--- src/rtl/axi_rd_slave.sv ---
// AXI read slave: one burst at a time, one memory fetch per beat, RVALID two cycles after each AR/R handshake.
// Memory data arrives the cycle after mem_ren and is held in rdata_q for the rest of the beat.
module axi_rd_slave #(
  parameter logic [63:0] BASE_ADDR = 64'h8000_0000,
  parameter logic [63:0] MEM_BYTES = 64'h0800_0000
) (
  input  logic        clk,
  input  logic        rstn,
  input  logic [3:0]  ARID,
  input  logic [63:0] ARADDR,
  input  logic [7:0]  ARLEN,
  input  logic [2:0]  ARSIZE,
  input  logic [1:0]  ARBURST,
  input  logic [2:0]  ARPORT,
  input  logic        ARVALID,
  output logic        ARREADY,
  output logic [3:0]  RID,
  output logic [63:0] RDATA,
  output logic [1:0]  RRESP,
  output logic        RLAST,
  output logic        RVALID,
  input  logic        RREADY,
  output logic        mem_ren,
  output logic [63:0] mem_raddr,
  input  logic [63:0] mem_rdata
);

  localparam logic [1:0] S_IDLE  = 2'd0;
  localparam logic [1:0] S_FETCH = 2'd1;
  localparam logic [1:0] S_RESP  = 2'd2;

  localparam logic [1:0] RESP_OKAY   = 2'b00;
  localparam logic [1:0] RESP_SLVERR = 2'b10;
  localparam logic [1:0] RESP_DECERR = 2'b11;

  logic [1:0]  state_q, state_d;
  logic [63:0] addr_q, addr_d;
  logic [7:0]  beat_q, beat_d;
  logic [7:0]  len_q, len_d;
  logic [2:0]  size_q, size_d;
  logic [1:0]  burst_q, burst_d;
  logic [3:0]  id_q, id_d;
  logic        err_q, err_d;
  logic [1:0]  rresp_q, rresp_d;
  logic        rlast_q, rlast_d;
  logic [63:0] rdata_q, rdata_d;
  logic        first_q, first_d;
  logic        ready_q;

  logic        ar_hs, r_hs, in_win, burst_bad;
  logic [63:0] inc, wmask, addr_nxt, rdata_now;
  logic        unused_prot;

  assign unused_prot = ^ARPORT;

  assign ar_hs = ARVALID && ARREADY;
  assign r_hs  = RVALID && RREADY;

  // Subtract before comparing so a window ending at the top of the address space cannot overflow.
  assign in_win = (addr_q >= BASE_ADDR) && ((addr_q - BASE_ADDR) < MEM_BYTES);

  assign burst_bad = (ARSIZE > 3'd3) || (ARBURST == 2'b11) ||
                     ((ARBURST == 2'b10) &&
                      !((ARLEN == 8'd1) || (ARLEN == 8'd3) || (ARLEN == 8'd7) || (ARLEN == 8'd15)));

  assign inc   = 64'd1 << size_q;
  assign wmask = ((64'(len_q) + 64'd1) << size_q) - 64'd1;

  always_comb begin
    addr_nxt = addr_q;
    case (burst_q)
      2'b01:   addr_nxt = addr_q + inc;
      2'b10:   addr_nxt = (addr_q & ~wmask) | ((addr_q + inc) & wmask);
      default: addr_nxt = addr_q;
    endcase
  end

  assign rdata_now = (rresp_q == RESP_OKAY) ? mem_rdata : 64'd0;

  always_comb begin
    state_d = state_q;
    addr_d  = addr_q;
    beat_d  = beat_q;
    len_d   = len_q;
    size_d  = size_q;
    burst_d = burst_q;
    id_d    = id_q;
    err_d   = err_q;
    rresp_d = rresp_q;
    rlast_d = rlast_q;
    first_d = 1'b0;
    rdata_d = first_q ? rdata_now : rdata_q;
    case (state_q)
      S_IDLE: begin
        if (ar_hs) begin
          id_d    = ARID;
          addr_d  = ARADDR;
          len_d   = ARLEN;
          size_d  = ARSIZE;
          burst_d = ARBURST;
          beat_d  = 8'd0;
          err_d   = burst_bad;
          state_d = S_FETCH;
        end
      end
      S_FETCH: begin
        rresp_d = err_q ? RESP_SLVERR : (in_win ? RESP_OKAY : RESP_DECERR);
        rlast_d = (beat_q == len_q);
        first_d = 1'b1;
        state_d = S_RESP;
      end
      S_RESP: begin
        if (r_hs) begin
          if (rlast_q) begin
            state_d = S_IDLE;
          end else begin
            addr_d  = addr_nxt;
            beat_d  = beat_q + 8'd1;
            state_d = S_FETCH;
          end
        end
      end
      default: state_d = S_IDLE;
    endcase
  end

  always_ff @(posedge clk or negedge rstn) begin
    if (!rstn) begin
      state_q <= S_IDLE;
      addr_q  <= 64'd0;
      beat_q  <= 8'd0;
      len_q   <= 8'd0;
      size_q  <= 3'd0;
      burst_q <= 2'd0;
      id_q    <= 4'd0;
      err_q   <= 1'b0;
      rresp_q <= RESP_OKAY;
      rlast_q <= 1'b0;
      rdata_q <= 64'd0;
      first_q <= 1'b0;
      ready_q <= 1'b0;
    end else begin
      state_q <= state_d;
      addr_q  <= addr_d;
      beat_q  <= beat_d;
      len_q   <= len_d;
      size_q  <= size_d;
      burst_q <= burst_d;
      id_q    <= id_d;
      err_q   <= err_d;
      rresp_q <= rresp_d;
      rlast_q <= rlast_d;
      rdata_q <= rdata_d;
      first_q <= first_d;
      ready_q <= 1'b1;
    end
  end

  // ready_q keeps ARREADY low until the first clock edge after reset release.
  assign ARREADY   = (state_q == S_IDLE) && ready_q;
  assign RVALID    = (state_q == S_RESP);
  assign RID       = id_q;
  assign RRESP     = rresp_q;
  assign RLAST     = rlast_q;
  assign RDATA     = first_q ? rdata_now : rdata_q;
  assign mem_ren   = (state_q == S_FETCH) && !err_q && in_win;
  assign mem_raddr = {addr_q[63:3], 3'b000};

endmodule
--- config.mk ---
export PLATFORM = sky130hd
export DESIGN_NAME = axi_rd_slave
export DESIGN_NICKNAME = d
export VERILOG_FILES = /design/src/rtl/axi_rd_slave.sv
export SDC_FILE = /design/constraint.sdc
export NUM_CORES = 1
export LEC_CHECK = 0
export CAP_MARGIN = 0
export CORE_ASPECT_RATIO = 0.8
export CORE_UTILIZATION = 50
export CTS_CLUSTER_DIAMETER = 60
export DETAILED_ROUTE_END_ITERATION = 6
export GPL_TIMING_DRIVEN = 0
export HOLD_SLACK_MARGIN = 0.03
export PLACE_DENSITY = 0.83
export SLEW_MARGIN = 40
export SYNTH_ARGS = -nofsm -noshare
export SYNTH_HDL_FRONTEND = slang
export SYNTH_SLANG_ARGS = --single-unit
--- constraint.sdc ---
create_clock -name clk -period 6.35 [get_ports clk]
set_input_delay 0.635 -clock clk [delete_from_list [all_inputs] [get_ports clk]]
set_output_delay 0.635 -clock clk [all_outputs]
set_load 0.03 [all_outputs]
# After elaboration in Yosys (flattened, before gate mapping)

Index checks and enable logic that the tools add are counted.

$add $sub $neg: 5
$mul: 0
Divide/modulo/power cells: 0
$lt $le $gt $ge: 3
Eq/ne operators: 15
Shifts and indexed selects: 2
Multiplexer cells: 18
Bitwise operators: 4
Reduce and logical (&&, ||, !) cells: 21

Operator list:

| cell                     | count |
|---|---|
| $mux W64                 | 5 |
| $pmux W64 S2             | 2 |
| $and A64 B64 Y64         | 2 |
| $add A64 B64 Y64         | 1 |
| $ge A64 B32 Y1 const B   | 1 |
| $lt A64 B28 Y1 const B   | 1 |
| $not A64 Y64             | 1 |
| $or A64 B64 Y64          | 1 |
| $shl A1 B3 Y64 const A   | 1 |
| $shl A9 B3 Y64           | 1 |
| $sub A64 B1 Y64 const B  | 1 |
| $sub A64 B32 Y64 const B | 1 |
| $mux W8                  | 3 |
| $pmux W8 S2              | 1 |
| $add A8 B1 Y9 const B    | 1 |
| $add A8 B1 Y8 const B    | 1 |
| $eq A2 B2 Y1 const B     | 4 |
| $eq A8 B1 Y1 const B     | 1 |
| $eq A8 B2 Y1 const B     | 1 |
| $eq A8 B3 Y1 const B     | 1 |
| $eq A8 B4 Y1 const B     | 1 |
| $eq A8 B8 Y1             | 1 |
| $mux W2                  | 4 |
| $logic_and A1 B1 Y1      | 7 |
| 14 further kinds         | 24 |

Flip-flop bits (word level): 161
Bits in latches: 0
RAM bits: 0
Memory bits (read-only): 0
Input bits: 152
Output and inout port bits: 138
Logic and storage cells: 81
Memories: 0

# Logic depth before layout (Yosys ltp)

Gate-level depths: netlist of the first run.

Word-level depth: 10
Depth in mapped cells: 17
Gate-level depth less buffers: 14

# Least setup slack after synthesis of the first run

OpenSTA, ideal clock, no wires.

Kind: reg2out
From: reg with a tool-made name
To: out mem_ren
Arrival time: 3.380 ns
Required time: 5.715 ns
Slack: 2.335 ns
Cell stages (with the launch flop): 11
Path buffers: 1
Path through: dfrtp_1 > clkbuf_1 > or4_1 > or4_1 > nor2b_1 > nand2_1 > xnor2_1 > o22ai_1 > nand3_1 > nor3_1 > nor3b_1

RTL lines:

| element       | line | source |
|---|---|---|
| end, declared | 23   | `output logic mem_ren,` |

==> metrics.md, run 1 <==
| Metric | Value |
|---|---|
| Initial DRT Pass Iterations | 6 |
| Syn_area_per_cell | 7.76 um^2 |
| DRC | 0 |
| Avg Vias per Cell | 6.01 |
| RSZ-0062 raised after global routing | false |
| Buffers on Ports | 283 |
| Routing usage on met3 | 9.28% |
| Gr usage total | 35.2% |
| CTS tree | yes |
| Max Cap Viol | 0 |
| Post-route clock period utilization | 93.6% |
| Layout cells sized above 1 | 7.90% |
| Synth warnings | 0 |
| Top_reg_cell synth | dfrtp_1 |
| P_leak | 5.74 nW |
| FF-to-FF setup slack | 1.77 ns |
| Fmax | 168 MHz |
| Worst Path Required | 5.71 ns |
| Die ar. | 21,400 um^2 |
| Crit path max fanout | 9 |
| Status | completed |
| Core footprint | 20,100 um^2 |
| Min Tclk post-route | 5.95 ns |
| Reg2Reg Depth | 15 |
| Worst Hold Class | primary input to asynchronous set/reset pin |
| Total gr overflow | 0 |
| # IOs | 290 |
| Max VDD drop | 0.290 mV |
| Worst-Skew Late Latency | 0.44 ns |
| Vias in the first global route | 10,700 |
| Max-slew headroom | 39.1% |
| CP Capture Type | output pin |
| Endpoints failing setup | 0 |
| Root Driver | clkbuf_16 |
| Overall Power | 0.00678 W |
| Vias post-DR | 11,600 |
| Post-detailed-route count of antenna-violating nets | 0 |
| Worst slew pin tran | 0.907 ns |
| CP Launch Type | register |
| Final Skew | 0.0172 ns |
| Clock Sinks | 161 |
| Num CTS Buffers | 17 |
| Layout area overhead | 37.2% |
| Syn Inst Count | 1,339 |
| GP Congestion | 0.975 |
| Post-CTS setup buffer count | 0 |
| CTS H-tree depth | 4 |
| Sequential area share after synthesis | 38.8% |
| Final Max Slew Viols | 0 |
| Die span in y | 131 um |
| Initial core utilization | 51.7% |
| Worst Path Arrival | 5.31 ns |
| Final HPWL DP | 29,100 um |
| WS Path Type | register to output pin |
| Asr flop ratio synth | 100% |
| Final Hold Fails | 0 |
| Netlist Area Pre-Place | 10,400 um^2 |
| Row count | 46 |
| Drt first-iter violations | 1,268 |
| Reg-to-Reg Start | size_q[0] |
| Synth Register Bits | 161 |
| Met2 global-route usage | 55.6% |
| Number of flops mapped to enable cells by yosys | 0 |
| Hold buffer count at cts | 0 |
| DIE WIDTH | 163 um |
| Global routing's busiest layer | met2 |
| Count of cell types in the netlist | 74 |
| PwrDens | 476 nW/um^2 |
| Filler Cell Count | 1,589 |
| Setup_tns | 0 ns |
| Largest net degree at the start of global routing | 70 |
| Total Routed Length | 38,500 um |
| Initial antenna violation count | 1 |
| Clock Path Buffers | 2 |
| CTS resizes | 0 |
| First-pass GRT wire length | 57,900 um |
| Clock transition at the registers of the reported paths | 0.08 ns |
| Fin nets | 1,812 |
| M1 GR Usage | 46.8% |
| Routed len/inst | 20.0 um |
worst max-delay path by stage:
stage | slack (ns) | end | start | cells after the start
floorplan | 2.34 | mem_ren | register | 10
global placement | -2.21 | rdata_q[46] | rstn | 1
detailed placement | 1.07 | mem_ren | register | 13
CTS | 0.55 | mem_ren | register | 13
global route | 0.15 | mem_ren | register | 13
finish | 0.40 | mem_ren | register | 13
metal layers:
layer  vias up  wire length, um
li1       5237                -
met1      5499            15400
met2       746            17400
met3        87             4730
met4         0             1010
met5         -                0
worst max-delay path, stage by stage, from the launching register on:
cell and delay (ns):
dfrtp_1 0.49, inv_1 0.13, ha_1 0.21, or4b_2 0.59, clkbuf_1 0.23, nor3_1 0.56
nand2_1 0.10, o32ai_1 0.44, nand2_1 0.09, nor3_1 0.37, nand3_1 0.14, nor3_1 0.38
nor3b_1 0.35, clkdlybuf4s50_1 0.77
power breakdown:
part	total, W	switching [W]	internal [W]
sequential	0.00168	0.000373	0.00131
clock	0.00107	0.000531	0.000536
combinational	0.00403	0.00245	0.00158
total	0.00678	0.00335	0.00343
cell families (layout without fill, tap and decap cells):
| logic type | after synthesis | count (layout) | share of synthesized area (%) |
|---|---|---|---|
| muxes | 6 | 6 | 0.710 |
| xor gates and xnor gates | 38 | 38 | 3.20 |
| adders and majority gates | 15 | 15 | 1.88 |
| buffers and inverters | 231 | 548 | 10.9 |
| other | 2 | 7 | 0.0723 |
| and+or+nand+nor | 500 | 500 | 22.0 |
| DFF | 161 | 161 | 38.8 |
| AOI/OAI and AO/OA | 386 | 386 | 22.4 |
cell usage in the layout (no fill, tap or decap), types with 15 or more instances in the layout:
cell | synthesis | final
clkdlybuf4s50_1 | 0 | 282
nand2_1 | 218 | 218
dfrtp_1 | 161 | 161
o21ai_0 | 135 | 135
nor2_1 | 114 | 114
a21oi_1 | 112 | 112
inv_1 | 87 | 87
buf_4 | 67 | 67
clkbuf_1 | 57 | 57
nand3_1 | 37 | 37
nor3_1 | 26 | 26
nand4_1 | 25 | 25
o22ai_1 | 25 | 25
xnor2_1 | 23 | 23
clkbuf_16 | 0 | 17
xor2_1 | 15 | 15
and3_1 | 15 | 15
cells in the mapped netlist, types with 10 or more instances:
| library cell | number | area, um^2 |
|---|---|---|
| and3_1 | 15 | 93.8 |
| buf_2 | 14 | 70.1 |
| nor3_1 | 26 | 130 |
| clkbuf_1 | 57 | 214 |
| o21ai_0 | 135 | 676 |
| dfrtp_1 | 161 | 4030 |
| a211oi_1 | 14 | 105 |
| nor2b_1 | 10 | 62.6 |
| xnor2_1 | 23 | 201 |
| nor2_1 | 114 | 428 |
| nand3_1 | 37 | 185 |
| xor2_1 | 15 | 131 |
| nand4_1 | 25 | 156 |
| ha_1 | 14 | 175 |
| o22ai_1 | 25 | 156 |
| buf_4 | 67 | 503 |
| a21oi_1 | 112 | 561 |
| inv_1 | 87 | 327 |
| nand2_1 | 218 | 818 |
area by class of cell:
| type | count | area (um^2) | share of cell area, % |
|---|---|---|---|
| multi-input combinational | 949 | 5250 | 36.8 |
| sequential | 161 | 4030 | 28.3 |
| timing repair buffer | 285 | 2890 | 20.3 |
| buffer | 144 | 810 | 5.68 |
| clock buffer | 17 | 425 | 2.98 |
| tap | 264 | 330 | 2.32 |
| inverter | 87 | 327 | 2.29 |
| clock inverter | 15 | 191 | 1.34 |
| antenna | 3 | 7.51 | 0.0527 |
metrics by stage:
stage	utilization [%]	cell area (um^2)	hold slack, ns	setup WS, ns	cells
final	71.0	14300	0.0510	0.405	1925
after global routing	71.0	14300	0.0618	0.155	1924
after CTS	70.9	14200	0.0571	0.551	1922
after detailed placement	67.9	13600	0.467	1.07	1890
after global placement	67.5	13600	0.461	-2.21	1888
after floorplan	-	10400	0.339	2.34	1341
Note: power is estimated with default switching activity, not from simulation.
==> inputs of run 2 (changes only) <==
Settings changed: SKIP_LAST_GASP set to 1.
==> results of run 2 <==
The final DEF is identical to that of run 1; final timing and power are the same.
